## src/rtl/hazard_pkg.sv

```systemverilog
// Shared types and constants for the hazard scoreboard: stage entry layout, forwarding select encoding.
// Optional feature macro used by the top: HAZARD_FWD_EN.
package hazard_pkg;

  localparam int N = 5;
  localparam logic [N-1:0] ZERO_REG = 5'd31;

  typedef enum logic [1:0] {
    FWD_RF  = 2'd0,
    FWD_EX  = 2'd1,
    FWD_MEM = 2'd2,
    FWD_WB  = 2'd3
  } fwd_sel_t;

  typedef struct packed {
    logic         v;
    logic [N-1:0] rd;
    logic         wr;
    logic         ld;
  } stage_ent_t;

  localparam stage_ent_t BUBBLE = '0;

  // hit[0]=EX, hit[1]=MEM, hit[2]=WB; the youngest producer wins
  function automatic fwd_sel_t pick_fwd(input logic [2:0] hit);
    fwd_sel_t sel;
    sel = FWD_RF;
    if (hit[0])      sel = FWD_EX;
    else if (hit[1]) sel = FWD_MEM;
    else if (hit[2]) sel = FWD_WB;
    return sel;
  endfunction

endpackage

```

## src/rtl/hazard_scoreboard_reg_match.sv

```systemverilog
// Compares one source register against one pipeline stage entry.
// A hit needs a valid, writing entry with the same rd, and never fires on the zero register.
module reg_match
  import hazard_pkg::*;
(
  input  logic [N-1:0] src,
  input  stage_ent_t   ent,
  output logic         hit
);

  // The load flag is consumed elsewhere; it is carried here only as part of the entry.
  logic unused_ld;
  assign unused_ld = ent.ld;

  assign hit = ent.v & ent.wr & (src == ent.rd) & (src != ZERO_REG);

endmodule

```

## src/rtl/hazard_scoreboard.sv

```systemverilog
// Tracks destination registers through EX/MEM/WB and drives decode stall plus operand forwarding selects.
// Define HAZARD_FWD_EN for forwarding; otherwise any in-flight producer stalls decode until it leaves WB.
module hazard_scoreboard
  import hazard_pkg::*;
(
  input  logic         clk,
  input  logic         reset,
  input  logic         dec_valid,
  input  logic [N-1:0] dec_rn,
  input  logic [N-1:0] dec_rm,
  input  logic [N-1:0] dec_rd,
  input  logic         dec_wr_en,
  input  logic         dec_load,
  input  logic         flush,
  output logic         stall,
  output logic [1:0]   fwd_a,
  output logic [1:0]   fwd_b
);

  // pipe[0]=EX, pipe[1]=MEM, pipe[2]=WB
  stage_ent_t pipe [3];
  stage_ent_t ent;
  logic [2:0] hit_a;
  logic [2:0] hit_b;
  logic       hazard;
  logic       issue;

  for (genvar g = 0; g < 3; g++) begin : g_match
    reg_match u_match_a (
      .src (dec_rn),
      .ent (pipe[g]),
      .hit (hit_a[g])
    );
    reg_match u_match_b (
      .src (dec_rm),
      .ent (pipe[g]),
      .hit (hit_b[g])
    );
  end

`ifdef HAZARD_FWD_EN
  // Only a load still in EX cannot be forwarded in time: one bubble, then MEM forwarding covers it.
  assign hazard = (hit_a[0] | hit_b[0]) & pipe[0].ld;
  assign fwd_a  = dec_valid ? pick_fwd(hit_a) : FWD_RF;
  assign fwd_b  = dec_valid ? pick_fwd(hit_b) : FWD_RF;
`else
  assign hazard = (|hit_a) | (|hit_b);
  assign fwd_a  = FWD_RF;
  assign fwd_b  = FWD_RF;
`endif

  // Flush outranks stall so a killed instruction never holds the front end.
  assign stall = dec_valid & ~flush & hazard;
  assign issue = dec_valid & ~stall & ~flush;

  always_comb begin
    ent = BUBBLE;
    if (issue) begin
      ent.v  = 1'b1;
      ent.rd = dec_rd;
      ent.wr = dec_wr_en & (dec_rd != ZERO_REG);
      ent.ld = dec_load;
    end
  end

  // The EX entry always advances to MEM; flush only replaces what would have entered EX.
  always_ff @(posedge clk) begin
    if (!reset) begin
      pipe[0] <= BUBBLE;
      pipe[1] <= BUBBLE;
      pipe[2] <= BUBBLE;
    end else begin
      pipe[2] <= pipe[1];
      pipe[1] <= pipe[0];
      pipe[0] <= ent;
    end
  end

endmodule

```

## config.mk

```make
export PLATFORM = sky130hd
export DESIGN_NAME = hazard_scoreboard
export DESIGN_NICKNAME = d
export VERILOG_FILES = /design/src/rtl/hazard_pkg.sv /design/src/rtl/hazard_scoreboard_reg_match.sv /design/src/rtl/hazard_scoreboard.sv
export SDC_FILE = /design/constraint.sdc
export NUM_CORES = 1
export LEC_CHECK = 0
export ABC_AREA = 1
export CAP_MARGIN = 15
export CELL_PAD_IN_SITES_DETAIL_PLACEMENT = 1
export CELL_PAD_IN_SITES_GLOBAL_PLACEMENT = 2
export CORE_ASPECT_RATIO = 1.75
export CORE_MARGIN = 3
export CORE_UTILIZATION = 26
export CTS_BUF_LIST = sky130_fd_sc_hd__clkbuf_4 sky130_fd_sc_hd__clkbuf_8
export CTS_CLUSTER_DIAMETER = 60
export DETAILED_ROUTE_END_ITERATION = 7
export PLACE_DENSITY = 0.89
export SLEW_MARGIN = 30
export SYNTH_ARGS = -nofsm -noshare
export SYNTH_HDL_FRONTEND = slang
export SYNTH_SLANG_ARGS = --single-unit
```

## constraint.sdc

```tcl
create_clock -name clk -period 1.6 [get_ports clk]
set_input_delay 0.32 -clock clk [delete_from_list [all_inputs] [get_ports clk]]
set_output_delay 0.32 -clock clk [all_outputs]
set_load 0.02 [all_outputs]
```

==> reports/results.md <==
• Hold Crit Start: pipe[0][9]
• launch point of the worst reg-to-reg path: pipe[0][22]
• longest individual stage delay on the worst path: 0.35 ns
• achievable frequency: 0.554 GHz
• fraction of the core area covered by cells at the end of the flow: 0.410
• aggregate routed wire length: 3840 um
• leading cell types in the layout, fill and taps excluded: nand2_1 (80), inv_1 (31), buf_4 (27)
• cell count along the critical path: 9
• Port Buf Inserts: 20
• Non-Filler Instances: 318
• Skew-Pair Late Insertion Delay: 0.27 ns
• critical path type: reg -> out
• cell count after placement: 309
• number of cells produced by synthesis: 216
• routability cong.: 0.777
• buffer levels on the longest clock path: 2
• mean number of vias per cell: 4.38
• crit path DAT: 1.48 ns
• drt wl/cell: 12.1 um
• total clock buffers created by CTS: 3
• number of warnings printed during yosys synthesis: 0
• total congestion overflow after global routing: 0
• depth of the worst register-to-register path: 11
• largest net degree at the start of global routing: 15
• post-place instance area: 1650 um^2
• Detailed Route Iter0 Violations: 14
• final worst clock skew: 0.00177 ns
• post-layout min period: 1.80 ns
• DIE HEIGHT: 97.0 um
• net count reported at finish: 289
• final hold slack: 0.437 ns
• biggest regs: pipe x21
• Crit-path slowest cell: dfxtp_2
• antenna diode instance count: 0
• critical-path cell list: inv_1, nand2_1, nand2_2, nor2_4, nand3_1, nand3_1, nand2_2, a21oi_2, buf_4
• worst slack, placed: -1.07 ns
• root buffer cell: clkbuf_8
• clock tree from TritonCTS: done
• worst setup slack for register-to-register paths: 0.16 ns
• detailed-routed wire length on met2: 2230 um
• Die W: 58.0 um
• cell area after synthesis: 1230 um^2
• clock-pin slew of the registers on the worst-case setup and hold paths: 0.08 ns
• max-slew violation count: 0
• Worst Hold Path Cells: 2
• Max Fanout on Critical Path: 3
• total negative setup slack: -0.203 ns
• detailed-route via count: 1393
• # DRC: 0
• number of H-tree branching levels: 1
• uppermost metal layer occupied by signal nets: met4
• commonest non-fill, non-tap cell in the layout: nand2_1
• Hold Path Sink: pipe[0][17]
• end of the worst register-to-register path: pipe[0][3]
• Site Rows: 32
• register bit total from synthesis: 21
• library cells used by synthesis: 19
• Post-DRT Antenna Nets: 0
• violated checks: setup timing
• overall global routing resource usage: 0.145
• hpwl dp: 3190 um
• wire length the detailed router placed on met1: 1420 um
• Final Hold Violating Endpoints: 0
• run status: finished, violations left
• sequential cell area fraction in the yosys report: 0.342
• number of antenna violations at the first check in global routing: 0
• number of sinks driven by the clock tree: 21
• Worst path top cell family by delay: simple AND/OR/NAND/NOR gates
• area of the die: 5620 um^2
• proportion of layout cells with a drive suffix above 1: 0.330
• RSZ-0062 raised after global routing: true
• Initial Util: 0.274
• leakage power total: 1.02 nW
• total power: 1.13 mW
• First-pass DRT Iterations: 3
• global-route wire length before repair: 6300 um
• met3 routed WL: 123 um
• number of global-route vias before repair: 1419
• growth of design area from synthesis to finish: 49.4%
• final design instance area without fill: 1840 um^2
• power density relative to cell area: 613 nW/um^2
• register containing the most flip-flops in the final layout: pipe
• Crit. End Element: primary output
• share of the clock period used by the worst path: 1.13
• worst hold-check path type: reg -> reg
• worst supply voltage drop on vdd: 517 uV
• Critical Path Source Type: flop
• CP required: 1.28 ns
• number of flip-flops under the largest register name: 21
• Mean Syn Cell Area: 5.69 um^2
• buffer and inverter count on the worst path: 2
• Core Region: 4480 um^2
• slack of the critical path: -0.203 ns
• IO Pins: 26
• Max-cap violations: 0
• Setup-failing EPs final: 1
• number of hold buffers added after CTS: 0
## worst min-delay path: cells and delay by family (launching register included)
family                 cells  cell delay [ns]
flip-flops                 1             0.32
AND/OR/NAND/NOR            1             0.05
buffers and inverters      1             0.03
## where the power goes
part	internal, mW	switching, mW
sequential	0.531	0.00890
clock	0.176	0.197
combinational	0.101	0.113
## worst max-delay path by stage
stage / from / end
after floorplan: pipe[0][4] / stall
after global placement: dec_rn[4] / stall
after detailed placement: dec_rn[4] / stall
after CTS: pipe[0][20] / stall
after global routing: pipe[0][5] / stall
final: pipe[0][22] / stall
## kinds of logic after synthesis
| group | after synthesis | synth area share |
|---|---|---|
| compound gates | 9 | 0.0397 |
| xor+xnor | 1 | 0.00712 |
| buf+inv | 52 | 0.171 |
| flops | 21 | 0.342 |
| other cells | 1 | 0.00305 |
| simple gates | 132 | 0.437 |
## timing repair
action                     CTS  global route
pin swaps                   19            18
setup buffers                4             1
cloned                       0             0
setup endpoints to repair    8             1
resized for setup           50            25
## cell type report
class,instances,area (um^2)
Fill cell,621,2650
Multi-Input combinational cell,146,688
Sequential cell,21,442
Timing Repair Buffer,49,419
Inverter,47,176
Tap cell,51,63.8
Clock buffer,3,41.3
Clock inverter,1,7.51
## layer usage
| metal | GRT usage | up-vias |
|---|---|---|
| li1 | - | 720 |
| met2 | 0.288 | 23 |
| met3 | 0.0187 | 4 |
| met1 | 0.146 | 646 |
| met4 | 0.0429 | 0 |
| met5 | 0 | - |
## Yosys cell counts
library cell  number  area share
nand2_1           85        0.26
inv_1             42        0.13
nor2_1            30       0.092
dfxtp_1           21        0.34
nand3_1           11       0.045
inv_2              5       0.015
buf_4              4       0.024
o21ai_1            4       0.016
o21ai_0            3       0.012
nand2_2            2       0.010
a21oi_1            1      0.0041
clkbuf_1           1      0.0030
conb_1             1      0.0030
nand3_4            1       0.014
nand4_1            1      0.0051
nor3_1             1      0.0041
nor3_2             1      0.0081
o21ai_2            1      0.0071
xor2_1             1      0.0071
No activity file was read; power rests on OpenSTA's default activity.
==> variant 1, RTL diff (config.mk and constraints unchanged) <==
Add a define of `HAZARD_FWD_EN`.
--- a/src/rtl/hazard_scoreboard.sv
+++ b/src/rtl/hazard_scoreboard.sv
@@ -1,5 +1,7 @@
 // Tracks destination registers through EX/MEM/WB and drives decode stall plus operand forwarding selects.
 // Define HAZARD_FWD_EN for forwarding; otherwise any in-flight producer stalls decode until it leaves WB.
+`define HAZARD_FWD_EN
+
 module hazard_scoreboard
   import hazard_pkg::*;
 (
Function: changed (Yosys sat finds a counterexample within 4 cycles, from zero or initial values).
==> variant 1 against the unedited design <==
  * The run still ends with setup timing left
  * Die area rose by 0.37%
  * Worst setup slack improved by 35 ps
  * Sequential share of layout area rose by 1.7 points
  * Sequential cell count rose by 1
  * Via count fell by 9.1%
  * Worst hold slack got worse by 12 ps
  * Total power rose by 1.6%
  * Highest routed layer unchanged
  * Routed wire length fell by 7.6%
  * Synthesized cell count fell by 12%
  * Area after synthesis rose by 0.41%
  * Cell area barely moved
  * Final cell count fell by 11%
  * Register-to-register slack improved by 120 ps
  * Maximum frequency rose by 2.0%
==> variant 1: results (changes against the unedited design) <==
Timing
  • Number of failing setup endpoints in the final timing report: 5 (+4)
  • Clock skew after layout: 2.41 ps (+0.632 ps)
  • Worst path setup slack after routing: -168 ps (+35.1 ps)
  • Hold slack final: 426 ps (-11.5 ps)

Power and ir drop
  • Largest voltage drop on the vdd net: 0.564 mV (+9.2%)
  • Total leakage power: 0.944 nW (-7.2%)

Route
  • Total vias in the final route: 1266 (-9.1%)
  • Detailed Route Iter0 Violations: 22 (+8)
  • Avg Vias per Cell: 4.47 (+2.1%)
  • Total length of routed wires: 3540 um (-7.6%)

Synthesis
  • Sequential-to-total area share from yosys stat: 35.7% (+1.5 points)
  • Top cells by area in the synthesized netlist: dfxtp_1 36%, nand2_1 16%, inv_1 13%, xor2_1 9.9%, nor2_1 8.2%
  • Most instantiated cells after synthesis: 54 x nand2_1, 42 x inv_1, 27 x nor2_1, 22 x dfxtp_1, 14 x xor2_1
  • Post-synth cell types: 17 (-2)
  • Mean post-synth cell area: 6.47 um^2 (+14%)

Layout
  • Final Net Count: 254 (-12%)
  • Share of layout cells above drive strength 1: 40.9% (+8.0 points)
  • # fillers: 584 (-6.0%)
  • Registers with the highest flip-flop counts: pipe: 22 flops

Placed design
  • Weighted congestion at the end of routability-driven global placement: 0.842 (+8.4%)
  • Cell Count Post-Placement: 276 (-11%)
  • Buffers on Ports: 25 (+25%)
  • Post-DP Area: 0.00162 mm^2 (-1.9%)

Outcome
  • Outcome: finished, violations left
  • Violated checks: setup timing

Critical path
  • Data arrival time at the worst-slack endpoint: 1450 ps (-30 ps)
  • Reg2reg setup slack: 280 ps (+120 ps)

Global routing
  • First-pass GRT wire length: 5900 um (-6.4%)
  • Overall routing resource usage: 13.6% (-0.93 points)
variant 1: path summary, 6_finish.rpt:
path         cells past startpoint                     end              startpoint
max reg2reg                     10   pipe[0][1]$_SDFF_PN0_   pipe[0][4]$_SDFF_PN0_
max                              7                fwd_b[0]  pipe[0][12]$_SDFF_PN0_
min reg2reg                      2  pipe[0][17]$_SDFF_PN0_   pipe[0][9]$_SDFF_PN0_
min                              2  pipe[0][17]$_SDFF_PN0_   pipe[0][9]$_SDFF_PN0_
variant 1: worst max-delay path, cell delays in order (launching register included):
cell and delay [ps]:
dfxtp_2 340, buf_6 110, xor2_1 130, nor2_1 150, nand3_1 150, nand2_1 90
a21oi_1 60, buf_4 150
variant 1: layout make-up:
cell class	count	area, um^2	area share [%]
clock buffer	4	55.1	3.00
inverter	42	163	8.86
multi-input combinational	126	737	40.1
sequential	22	473	25.7
tap	51	63.8	3.47
timing repair buffer	38	345	18.8
variant 1: logic make-up (layout without fill, tap and decap cells):
kind of cell	count (synthesis)	count (layout)	synth area share, %
simple gates	98	98	34.3
xor+xnor	17	17	12.1
flops	22	22	35.7
buf+inv	43	84	13.1
compound gates	11	11	4.86
variant 1: timing repair:
item,4_1_cts,5_1_grt
setup buffers,1,2
cloned,0,0
pin swaps,11,24
resized for setup,64,62
endpoints found under the setup margin,13,5
variant 1: report_power, final:
group          switching, mW  leakage, nW  internal, mW
sequential            0.0114        0.187         0.553
clock                  0.170       0.0288         0.219
combinational          0.101        0.728        0.0907
variant 1: routing by layer:
layer | GRT usage [%] | share of wire (%)
met2 | 25.6 | 58
met5 | 0 | 0
met1 | 13.4 | 34
met4 | 8.04 | 5.3
met3 | 1.33 | 2.7
==> variant 2, RTL diff (same flow settings) <==
Made on the original files. Make the reset (`reset`) asynchronous in one clocked block.
--- a/src/rtl/hazard_scoreboard.sv
+++ b/src/rtl/hazard_scoreboard.sv
@@ -64,7 +64,7 @@
   end
 
   // The EX entry always advances to MEM; flush only replaces what would have entered EX.
-  always_ff @(posedge clk) begin
+  always_ff @(posedge clk or negedge reset) begin
     if (!reset) begin
       pipe[0] <= BUBBLE;
       pipe[1] <= BUBBLE;
Check against the original RTL: differs if reset is asserted again (counterexample within 4 cycles, from zero or initial values and one cycle with reset low); with reset held inactive, the same outputs for 10 cycles.
==> variant 2 against the unedited design <==
  * Area after synthesis down 1.2%
  * Sequential cell count unchanged
  * Cell area down 9.8%
  * Total power up 1.3%
  * Routed wire length down 15%
  * Count of clock-buffer cells in the layout up 1
  * Register-to-register slack better by 60 ps
  * The flow still finishes with violations (setup timing)
  * Worst setup slack worse by 13 ps
  * Largest power group unchanged
==> variant 2: results (changes against the unedited design) <==
Critical path
  • Logic depth of the worst register-to-register path: 9 (-2)
  • Data arrival time at the worst-slack endpoint: 1500 ps (+20 ps)
  • R2R Path Start: pipe[20]$_DFF_PN0_
  • Reg2reg setup slack: 220 ps (+60 ps)

Synthesis
  • Dominant register cell in the synthesized netlist: dfrtp_1
  • Sequential-to-total area share from yosys stat: 43.3% (+9.1 points)
  • Top cells by area in the synthesized netlist: dfrtp_1 43%, nand2_1 21%, inv_1 10%, nor2_1 9.6%, nand3_1 4.1%
  • Most instantiated cells after synthesis: 67 x nand2_1, 33 x inv_1, 31 x nor2_1, 21 x dfrtp_1, 10 x nand3_1
  • Post-synth cell types: 16 (-3)

Power and ir drop
  • Total leakage power: 0.926 nW (-8.9%)
  • Pint: 0.840 mW (+3.9%)
  • Largest voltage drop on the vdd net: 0.476 mV (-7.9%)

Global routing
  • First-pass GRT wire length: 5550 um (-12%)

Timing
  • Number of failing setup endpoints in the final timing report: 1 (unchanged)
  • Clock skew after layout: 7.51 ps (+5.74 ps)
  • Worst path setup slack after routing: -217 ps (-13.1 ps)

Min path
  • Startpoint of the worst hold path: pipe[9]$_DFF_PN0_

Outcome
  • Violated checks: setup timing
  • Outcome: finished, violations left

Placed design
  • Setup slack at placement: -1070 ps (-3.96 ps)
  • Weighted congestion at the end of routability-driven global placement: 0.818 (+5.3%)

Route
  • Detail-routed net length per standard cell: 11.9 um (-1.7%)
  • Routed length on met1: 1150 um (-19%)
  • First drt pass iteration count: 4 (+1)
  • Detailed Route Iter0 Violations: 22 (+8)
  • Routed wire length on met2: 1950 um (-13%)

Layout
  • Final Net Count: 246 (-15%)
  • Share of layout cells above drive strength 1: 17.9% (-15 points)
[variant 2: power groups by stage]
stage	registers [mW]	logic [mW]	clock network, mW
2_1_floorplan	0.574	0.101	0
3_3_place_gp	0.579	0.210	0
3_5_place_dp	0.580	0.212	0
4_1_cts	0.569	0.215	0.373
5_1_grt	0.573	0.239	0.401
6_report	0.569	0.212	0.360
[variant 2: worst max-delay path: stages (launching register included)]
cell	delay, ps
dfrtp_1	410
xor2_1	160
nor2_2	140
nand3_1	100
nand3_2	90
nand2_2	60
a21oi_2	150
buf_6	130
[variant 2: how the worst min path moves through the flow]
stage	endpoint	slack (ps)	cells after the start
floorplan	pipe[10]$_DFF_PN0_	20	0
global placement	pipe[15]$_DFF_PN0_	360	0
detailed placement	pipe[15]$_DFF_PN0_	370	0
CTS	pipe[15]$_DFF_PN0_	380	0
global route	pipe[15]$_DFF_PN0_	400	0
finish	pipe[1]$_DFF_PN0_	380	0
[variant 2: layout make-up]
| class | instances | area (um^2) |
|---|---|---|
| Fill cell | 580 | 2790 |
| Multi-Input combinational cell | 128 | 576 |
| Sequential cell | 21 | 526 |
| Timing Repair Buffer | 36 | 313 |
| Inverter | 35 | 131 |
| Tap cell | 51 | 63.8 |
| Clock buffer | 4 | 48.8 |
[variant 2: cell families (layout without fill, tap and decap cells)]
family,count (synthesis),count (layout),synth area share (%)
DFF,21,21,43.3
xor gates and xnor gates,3,3,2.16
and+or+nand+nor,113,113,37.7
other,1,4,0.309
buffers and inverters,39,75,13.3
AOI/OAI and AO/OA,8,8,3.29
[variant 2: timing repair]
action / CTS / global route
buffers inserted: 3 / 1
endpoints found under the setup margin: 8 / 1
gates resized for setup: 27 / 6
pin swaps: 9 / 7
[variant 2: routing by layer]
metal | vias to the layer above | track usage (%)
met5 | - | 0
met4 | 0 | 5.22
met3 | 4 | 1.20
met2 | 19 | 27.1
met1 | 558 | 12.6
li1 | 617 | -
[variant 2: through the flow]
step	hold WS [ps]	total power, mW	TNS (ps)	area (um^2)
2_1_floorplan	24.4	0.675	0	1230
3_3_place_gp	361	0.789	-3460	1550
3_5_place_dp	366	0.792	-3560	1550
4_1_cts	383	1.16	-242	1630
5_1_grt	396	1.21	-339	1660
6_report	380	1.14	-217	1660
